===== src/rtl/ss_capture_if.sv =====
// Bus between a multiplexed 4-digit 7-segment driver (master) and ss_capture (slave).
interface ss_capture_if;
    logic [3:0] AN;
    logic [7:0] SEG;
    logic [3:0] hr_u;
    logic [3:0] hr_l;
    logic [3:0] min_u;
    logic [3:0] min_l;
    logic       frame_valid;
    logic       frame_err;
    logic       timeout;

    modport master (
        output AN, SEG,
        input  hr_u, hr_l, min_u, min_l, frame_valid, frame_err, timeout
    );

    modport slave (
        input  AN, SEG,
        output hr_u, hr_l, min_u, min_l, frame_valid, frame_err, timeout
    );
endinterface


===== src/rtl/ss_capture.sv =====
// Samples a scanned 7-segment display, decodes each digit back to BCD and publishes HH:MM frames.
// Optional SS_CAPTURE_CHANGE_ONLY_EN: suppress frames identical to the last published one.
module ss_capture #(
    parameter int unsigned settle_cycles  = 16,
    parameter int unsigned timeout_cycles = 1000000
) (
    input logic         CLK100MHZ,
    input logic         RST,
    ss_capture_if.slave bus
);
    localparam int unsigned SetW = (settle_cycles > 1) ? $clog2(settle_cycles) : 1;
    localparam int unsigned ToW  = (timeout_cycles > 1) ? $clog2(timeout_cycles) : 1;
    localparam logic [SetW-1:0] SetLast = SetW'(settle_cycles - 1);
    localparam logic [ToW-1:0]  ToLast  = ToW'(timeout_cycles - 1);

    typedef enum logic [1:0] {StIdle, StSettle, StHold} state_e;

    // Returns {err, bcd}; unknown patterns decode to 4'hF with err set.
    function automatic logic [4:0] decode_seg(input logic [6:0] seg);
        case (seg)
            7'h40:   return 5'h00;
            7'h79:   return 5'h01;
            7'h24:   return 5'h02;
            7'h30:   return 5'h03;
            7'h19:   return 5'h04;
            7'h12:   return 5'h05;
            7'h02:   return 5'h06;
            7'h78:   return 5'h07;
            7'h00:   return 5'h08;
            7'h10:   return 5'h09;
            default: return 5'h1F;
        endcase
    endfunction

    function automatic logic single_sel(input logic [3:0] an);
        return (an == 4'b0111) || (an == 4'b1011) || (an == 4'b1101) || (an == 4'b1110);
    endfunction

    function automatic logic [1:0] anode_idx(input logic [3:0] an);
        case (an)
            4'b0111: return 2'd3;
            4'b1011: return 2'd2;
            4'b1101: return 2'd1;
            default: return 2'd0;
        endcase
    endfunction

    state_e          state_q;
    logic [3:0]      an_q;
    logic [7:0]      seg_q;
    logic [3:0]      an_lat_q;
    logic [7:0]      seg_lat_q;
    logic [SetW-1:0] set_cnt_q;
    logic [ToW-1:0]  to_cnt_q;
    logic [3:0]      mask_q;
    logic [3:0]      err_q;
    logic [3:0]      slot_q [4];
    logic [3:0]      hr_u_q, hr_l_q, min_u_q, min_l_q;
    logic            frame_valid_q, frame_err_q, timeout_q;
`ifdef SS_CAPTURE_CHANGE_ONLY_EN
    logic            pub_seen_q;
`endif

    logic [4:0] dec;
    logic [1:0] lat_idx;
    logic       publish;

    always_comb begin
        dec     = decode_seg(seg_lat_q[6:0]);
        lat_idx = anode_idx(an_lat_q);
`ifdef SS_CAPTURE_CHANGE_ONLY_EN
        publish = !pub_seen_q ||
                  ({slot_q[3], slot_q[2], slot_q[1], slot_q[0], |err_q} !=
                   {hr_u_q, hr_l_q, min_u_q, min_l_q, frame_err_q});
`else
        publish = 1'b1;
`endif
    end

    always_ff @(posedge CLK100MHZ) begin
        if (RST) begin
            state_q       <= StIdle;
            an_q          <= 4'hF;
            seg_q         <= 8'hFF;
            an_lat_q      <= 4'hF;
            seg_lat_q     <= 8'hFF;
            set_cnt_q     <= '0;
            to_cnt_q      <= '0;
            mask_q        <= '0;
            err_q         <= '0;
            for (int i = 0; i < 4; i++) slot_q[i] <= '0;
            hr_u_q        <= '0;
            hr_l_q        <= '0;
            min_u_q       <= '0;
            min_l_q       <= '0;
            frame_valid_q <= 1'b0;
            frame_err_q   <= 1'b0;
            timeout_q     <= 1'b0;
`ifdef SS_CAPTURE_CHANGE_ONLY_EN
            pub_seen_q    <= 1'b0;
`endif
        end else begin
            an_q          <= bus.AN;
            seg_q         <= bus.SEG;
            frame_valid_q <= 1'b0;
            timeout_q     <= 1'b0;

            unique case (state_q)
                StIdle: begin
                    if (single_sel(an_q)) begin
                        an_lat_q  <= an_q;
                        seg_lat_q <= seg_q;
                        set_cnt_q <= '0;
                        state_q   <= StSettle;
                    end
                end
                StSettle: begin
                    if (!single_sel(an_q)) begin
                        state_q <= StIdle;
                    end else if (an_q != an_lat_q || seg_q != seg_lat_q) begin
                        an_lat_q  <= an_q;
                        seg_lat_q <= seg_q;
                        set_cnt_q <= '0;
                    end else if (set_cnt_q == SetLast) begin
                        slot_q[lat_idx] <= dec[3:0];
                        err_q[lat_idx]  <= dec[4];
                        mask_q[lat_idx] <= 1'b1;
                        state_q         <= StHold;
                    end else begin
                        set_cnt_q <= set_cnt_q + SetW'(1);
                    end
                end
                StHold: begin
                    // One capture per dwell: only an anode change re-arms the settle window.
                    if (an_q != an_lat_q) begin
                        if (single_sel(an_q)) begin
                            an_lat_q  <= an_q;
                            seg_lat_q <= seg_q;
                            set_cnt_q <= '0;
                            state_q   <= StSettle;
                        end else begin
                            state_q <= StIdle;
                        end
                    end
                end
                default: state_q <= StIdle;
            endcase

            if (mask_q == '0) to_cnt_q <= '0;
            else              to_cnt_q <= to_cnt_q + ToW'(1);

            // Completion takes precedence over a coincident timeout.
            if (mask_q == 4'hF) begin
                mask_q   <= '0;
                err_q    <= '0;
                to_cnt_q <= '0;
                if (publish) begin
                    hr_u_q        <= slot_q[3];
                    hr_l_q        <= slot_q[2];
                    min_u_q       <= slot_q[1];
                    min_l_q       <= slot_q[0];
                    frame_err_q   <= |err_q;
                    frame_valid_q <= 1'b1;
`ifdef SS_CAPTURE_CHANGE_ONLY_EN
                    pub_seen_q    <= 1'b1;
`endif
                end
            end else if (mask_q != '0 && to_cnt_q == ToLast) begin
                mask_q    <= '0;
                err_q     <= '0;
                to_cnt_q  <= '0;
                timeout_q <= 1'b1;
                state_q   <= StIdle;
            end
        end
    end

    assign bus.hr_u        = hr_u_q;
    assign bus.hr_l        = hr_l_q;
    assign bus.min_u       = min_u_q;
    assign bus.min_l       = min_l_q;
    assign bus.frame_valid = frame_valid_q;
    assign bus.frame_err   = frame_err_q;
    assign bus.timeout     = timeout_q;
endmodule


===== src/flat_wrapper.sv =====
// flat-port wrapper written by rule: the top's interface ports become plain ports
module ss_capture_flat 
#(
    parameter int unsigned settle_cycles  = 16,
    parameter int unsigned timeout_cycles = 1000000
)
  (CLK100MHZ, RST, bus_AN, bus_SEG, bus_hr_u, bus_hr_l, bus_min_u, bus_min_l, bus_frame_valid, bus_frame_err, bus_timeout);
  ss_capture_if bus_i ();
  input logic CLK100MHZ;
  input logic RST;
  input wire logic [$bits(bus_i.AN)-1:0] bus_AN;
  input wire logic [$bits(bus_i.SEG)-1:0] bus_SEG;
  output wire logic [$bits(bus_i.hr_u)-1:0] bus_hr_u;
  output wire logic [$bits(bus_i.hr_l)-1:0] bus_hr_l;
  output wire logic [$bits(bus_i.min_u)-1:0] bus_min_u;
  output wire logic [$bits(bus_i.min_l)-1:0] bus_min_l;
  output wire logic [$bits(bus_i.frame_valid)-1:0] bus_frame_valid;
  output wire logic [$bits(bus_i.frame_err)-1:0] bus_frame_err;
  output wire logic [$bits(bus_i.timeout)-1:0] bus_timeout;
  assign bus_i.AN = bus_AN;
  assign bus_i.SEG = bus_SEG;
  assign bus_hr_u = bus_i.hr_u;
  assign bus_hr_l = bus_i.hr_l;
  assign bus_min_u = bus_i.min_u;
  assign bus_min_l = bus_i.min_l;
  assign bus_frame_valid = bus_i.frame_valid;
  assign bus_frame_err = bus_i.frame_err;
  assign bus_timeout = bus_i.timeout;
  ss_capture #(.settle_cycles(settle_cycles), .timeout_cycles(timeout_cycles)) u_core (.CLK100MHZ(CLK100MHZ), .RST(RST), .bus(bus_i));
endmodule

===== config.mk =====
export PLATFORM = sky130hd
export DESIGN_NAME = ss_capture_flat
export DESIGN_NICKNAME = d
export VERILOG_FILES = /design/src/rtl/ss_capture_if.sv /design/src/rtl/ss_capture.sv /design/src/flat_wrapper.sv
export SDC_FILE = /design/constraint.sdc
export NUM_CORES = 1
export LEC_CHECK = 0
export BUFFER_PORTS_ARGS = -buffer_cell sky130_fd_sc_hd__buf_2
export CORE_ASPECT_RATIO = 1.75
export CORE_MARGIN = 2
export CORE_UTILIZATION = 60
export CTS_BUF_LIST = sky130_fd_sc_hd__clkbuf_2
export CTS_CLUSTER_DIAMETER = 120
export DETAILED_ROUTE_END_ITERATION = 8
export GPL_TIMING_DRIVEN = 0
export PLACE_DENSITY = 0.8
export SLEW_MARGIN = 20
export SYNTH_ARGS = -nofsm -noshare
export SYNTH_HDL_FRONTEND = slang
export SYNTH_SLANG_ARGS = --single-unit

===== constraint.sdc =====
create_clock -name CLK100MHZ -period 3.27 [get_ports CLK100MHZ]
set_clock_uncertainty 0.05 [all_clocks]
set_input_delay 0.1635 -clock CLK100MHZ [delete_from_list [all_inputs] [get_ports CLK100MHZ]]
set_output_delay 0.1635 -clock CLK100MHZ [all_outputs]
set_load 0.02 [all_outputs]

Yosys cells after proc, flatten, opt, wreduce, memory -nomap -nowiden
Memories as Yosys holds them, arrays and structs flattened. A register that Yosys moved wholly into a read port is not among the register bits.
Index checks and enable logic that the tools add are counted.

cells by class
  add/subtract/negate cells = 2
  $lt $le $gt $ge = 2
  equal/unequal tests = 27
  muxes and demuxes = 43
  bitwise gates (word level) = 2
  reductions and logical operators = 19

operator list
  kind                     count
  $pmux W5 S10             1
  $mux W4                  10
  $mux W8                  4
  $eq A4 B4 Y1 const B     7
  $pmux W4 S3              2
  $pmux W8 S3              1
  $eq A7 B5 Y1 const B     3
  $eq A7 B7 Y1 const B     3
  $add A20 B1 Y20 const B  1
  $eq A20 B20 Y1 const B   1
  $mux W2                  8
  $eq A7 B6 Y1 const B     2
  $mux W1                  13
  $pmux W2 S3              2
  $reduce_and A4 Y1        3
  $reduce_or A4 Y1         3
  $eq A4 B3 Y1 const B     2
  $ne A8 B8 Y1             1
  $eq A7 B2 Y1 const B     1
  $logic_not A7 Y1         1
  $ne A2 B1 Y1 const B     3
  $add A4 B1 Y4 const B    1
  $bwmux W4                1
  $logic_not A4 Y1         1
  16 further kinds         20

word-level totals
  register bits after elaboration = 61
  memory bits (writable) = 16
  bits of input ports = 14
  output and inout port bits = 19
  logic and storage cells = 108
  memories kept = 1

memory list
  name           depth  width  rd ports  clocked after memory_dff  write ports  line              source
  u_core.slot_q  4      4      4         4                         4            ss_capture.sv:57  logic [3:0] slot_q [4];

Longest topological paths before layout
  depth after elaboration = 10
  gate-level depth with buffers = 8
  mapped depth without buffers = 6

Worst setup path before layout
Ideal clock, no wire load.

  path type = register to register
  start = register u_core.an_lat_q[2]
  end = memory u_core.slot_q[0][0] (enable)
  library setup time = 307 ps
  arrival time = 1676 ps
  data required time = 2913 ps
  slack = 1237 ps
  stages on the path, launching flop included = 7
  path buffers = 1
  period minus slack after synthesis = 2033 ps
  path through = dfxtp_1 > buf_6 > xnor2_1 > nand4_2 > nor4_4 > and4bb_2 > or2_1

RTL lines
  item                      line               source
  start: declaration        ss_capture.sv:51   logic [3:0] an_lat_q;
  start signal: assignment  ss_capture.sv:111  an_lat_q <= an_q;
  start signal: assignment  ss_capture.sv:121  an_lat_q <= an_q;
  start signal: assignment  ss_capture.sv:137  an_lat_q <= an_q;
  end: declaration          ss_capture.sv:57

==> results.txt <==
The run finished with clean final reports. The static leakage came out at 1.74 nW. The number of hold buffers added after CTS was 13. Leaving out fill and tap cells, the most frequent cell in the layout is sky130_fd_sc_hd__dfxtp_1.

The residual DRC count came out at 0. The register bit count reported by yosys came out at 93. The tree built by TritonCTS fans out to 93 sinks. The yosys synthesis warning count is 0. Setup repair after global routing left no endpoint under its margin. The global-route wire length before repair is 13.8 mm. STA classifies the critical path endpoint as a register. The number of buffers inserted by port buffering is 32. IR analysis of the VDD net gives a maximum drop of 0.469 mV. The detailed-router iteration count before antenna repair came out at 5. The die covers 7560 µm². The worst slew margin relative to its limit came out at 0.387. The worst setup timing slack at the placement stage came out at about 0.9 ns. The number of global-route vias before repair came to 3192. The sequential cell area fraction in the yosys report came out at 0.492. TritonCTS built the clock tree. The placer's final routability congestion estimate came out at about 0.85. Once the clock tree was built, the setup fixing pass inserted 0 buffers. The synthesized area per cell came out at 9.28 µm².

In the global route stage, overall resource usage came out at 0.239. The number of cells traversed by the worst register-to-register path came out at 6. After detailed routing, the number of vias per cell comes to between 5 and 6.

The cell count after synthesis came out at 443. The post-layout net count came out at 515. The H-tree depth is 3. The area of all placed cells without fillers came out at 4620 µm². The number of antenna violations at the first check in global routing came out at 0. Yosys mapped a number of flops with a built-in enable equal to 16. The total count of hold-check failures in the final report is 0. The peak-usage layer in the global routing report is met2. The maximum number of pins on one net before global-route repair came out at 16. The main flop type after synthesis is sky130_fd_sc_hd__dfxtp_1. In the global route stage, met1 resource usage came out at 0.236. The proportion of register bits with asynchronous set or reset after synthesis is 0. The overall via count from detail_route is 3227. The max-slew violation total from the final report is 0. Gates resized during post-CTS repair numbered 0.

The clock latency on the worst-skew pair came out at 0.58 ns. For this run, the top clock speed supported by timing is 411 MHz. For this run, global-route usage on met2 was measured as 0.447. The accumulated negative setup slack is 0 ns. The horizontal die dimension is roughly 67 µm. The number of buffers on the longest clock path came out at 2.

The ratio of final minimum period to clock period is 0.744. The top fanout value on the critical path came out at 8. The transition time at the pin with the least slew margin came out at a little over 0.9 ns. The final routed wire length divided by cell count is 13.9 µm.

The hold path endpoint is u_core.an_q[0]$_SDFF_PP1_. The number of antenna-violating nets in the routed design is 0. The number of instances in the placed design is 557. In this run the most critical hold path is launched from bus_AN[0]. The initial utilization of the core area, before any placement, comes to 0.624.

The overall power of the completed layout is 1.94 mW. The worst hold path depth is 3. The I/O pin count is 33. The data arrival at the endpoint of the critical path came out at 2.69 ns. The cell chosen for the clock root is sky130_fd_sc_hd__clkbuf_2.

The register-to-register setup slack came out at 0.84 ns. The max-cap violation count is 0. The worst hold path belongs to the class primary input to register. The post-detailed-routing wire length came out at about 8 mm. The power per standard cell area came out at ~420 nW/µm². In this run the core area contains 39 standard-cell rows. The reg-to-reg endpoint is u_core.slot_q[0][3]$_SDFFCE_PN0P_.

The beginning of the worst register-to-register path is u_core.an_lat_q[2]$_SDFFE_PP1P_. The setup path with the least slack is of type register to register. The number of nets handed over by synthesis was about 460. The diode insertion count for antenna repair came out at 0. Summed over all layers, the global routing overflow is 0. The cell area that synthesis handed to floorplanning was between 4000 and 5000 µm². The placed standard-cell area is 4370 µm².

The data required time of the worst path is 3.53 ns. The final worst hold slack is 0.235 ns. The final-report setup violation count is 0.

The core occupancy in the finished layout is 0.701. After floorplanning, the core was sized to cover 6590 µm². The wire-length estimate of the detail-placed layout is 5.86 mm. The clock slew at the register clock pins of the worst setup and hold paths came out at 0.23 ns. The worst setup path is launched from a register. The height of the chip is roughly 110 µm. The fraction of final layout cells sized beyond drive strength 1 came out at 0.165. The clock period could shrink to 2.43 ns. In the layout the commonest cells are 77 x sky130_fd_sc_hd__dfxtp_1, 61 x sky130_fd_sc_hd__nor2_1, 60 x sky130_fd_sc_hd__nand2_1, 38 x sky130_fd_sc_hd__buf_2, 23 x sky130_fd_sc_hd__a21oi_1. Compared with the post-synthesis result, the final layout area differs by 12.3%.

The met3 usage in global routing is 0.0542. The non-filler instance count after layout came out at a little under 600. The final worst-path setup slack came out at 0.838 ns. In this run, the number of DRC markers left after iteration 0 of detailed routing was roughly 210. The unique cell type count in the Yosys netlist came out at 56. The number of clock buffers inserted by TritonCTS came out at 9.
## per-layer routing
| layer | wire (µm) | up-vias |
|---|---|---|
| met5 | 0 | - |
| met4 | 286 | 0 |
| met3 | 230 | 22 |
| met2 | 4470 | 62 |
| met1 | 3160 | 1503 |
| li1 | - | 1640 |
## synth_stat cells (all sizes together) (3+ instances only)
master / n / area, µm²
nor4b: 3 / 32.5
xor2: 12 / 105
mux2i: 18 / 180
a21boi: 3 / 22.5
nand3: 19 / 100
inv: 13 / 48.8
a21oi: 23 / 115
nand4: 8 / 56.3
o211ai: 4 / 35.0
clkbuf: 10 / 37.5
xnor2: 21 / 191
nand4b: 4 / 35.0
nor4: 12 / 118
and3: 6 / 37.5
edfxtp: 16 / 480
nor3: 14 / 70.1
nor2: 61 / 229
nand3b: 3 / 22.5
dfxtp: 77 / 1540
nand2: 60 / 225
buf: 13 / 105
or2: 14 / 87.6
## critical path, stage by stage, from the launching register on
cell and delay (ns):
sky130_fd_sc_hd__dfxtp_1 0.37, sky130_fd_sc_hd__buf_6 0.13, sky130_fd_sc_hd__xnor2_1 0.18, sky130_fd_sc_hd__nand4_2 0.24
sky130_fd_sc_hd__nor4_4 0.55, sky130_fd_sc_hd__and4bb_2 0.39, sky130_fd_sc_hd__or2_1 0.25
## cells by family (layout without fill, tap and decap cells)
| group | Yosys count | in the layout | synth area share |
|---|---|---|---|
| AND/OR/NAND/NOR | 216 | 216 | 0.269 |
| multiplexers | 18 | 18 | 0.0438 |
| adder cells (fa/ha/maj) | 2 | 2 | 0.00609 |
| flip-flops | 93 | 93 | 0.492 |
| buffers and inverters | 36 | 97 | 0.0466 |
| XOR/XNOR | 33 | 33 | 0.0721 |
| AO/OA/AOI/OAI | 45 | 45 | 0.0703 |
## layout make-up
cell class,instances,area (µm²)
flip-flops and latches,93,2020
fillers,537,1970
multi-input cells,314,1900
repair buffers,45,290
plain buffers,23,143
well taps,82,103
clock inverters,7,66.3
inverters,13,48.8
clock buffers,9,45.0
## flip-flops by register name (all words and copies together) (netlist names)
register,count
u_core.to_cnt_q,20
u_core.slot_q,16
u_core.seg_lat_q,8
u_core.seg_q,8
bus_hr_l,4
bus_hr_u,4
bus_min_l,4
bus_min_u,4
u_core.an_lat_q,4
u_core.an_q,4
u_core.err_q,4
u_core.mask_q,4
u_core.set_cnt_q,4
u_core.state_q,2
u_core.bus.frame_err,1
u_core.bus.frame_valid,1
u_core.bus.timeout,1
## report_power, final
part	internal (mW)	leakage, nW	switching, mW
logic	0.0768	0.904	0.0987
registers	1.19	0.777	0.0181
clock network	0.171	0.0630	0.386
## worst max-delay path by stage
stage                               startpoint                                 to
6_report       u_core.an_lat_q[2]$_SDFFE_PP1P_  u_core.slot_q[0][3]$_SDFFCE_PN0P_
5_1_grt        u_core.an_lat_q[1]$_SDFFE_PP1P_  u_core.slot_q[0][1]$_SDFFCE_PN0P_
4_1_cts        u_core.an_lat_q[2]$_SDFFE_PP1P_  u_core.slot_q[0][1]$_SDFFCE_PN0P_
3_5_place_dp   u_core.an_lat_q[2]$_SDFFE_PP1P_  u_core.slot_q[0][1]$_SDFFCE_PN0P_
3_3_place_gp   u_core.an_lat_q[2]$_SDFFE_PP1P_  u_core.slot_q[0][1]$_SDFFCE_PN0P_
2_1_floorplan  u_core.an_lat_q[2]$_SDFFE_PP1P_  u_core.slot_q[0][0]$_SDFFCE_PN0P_
Note: power is estimated with default switching activity, not from simulation.
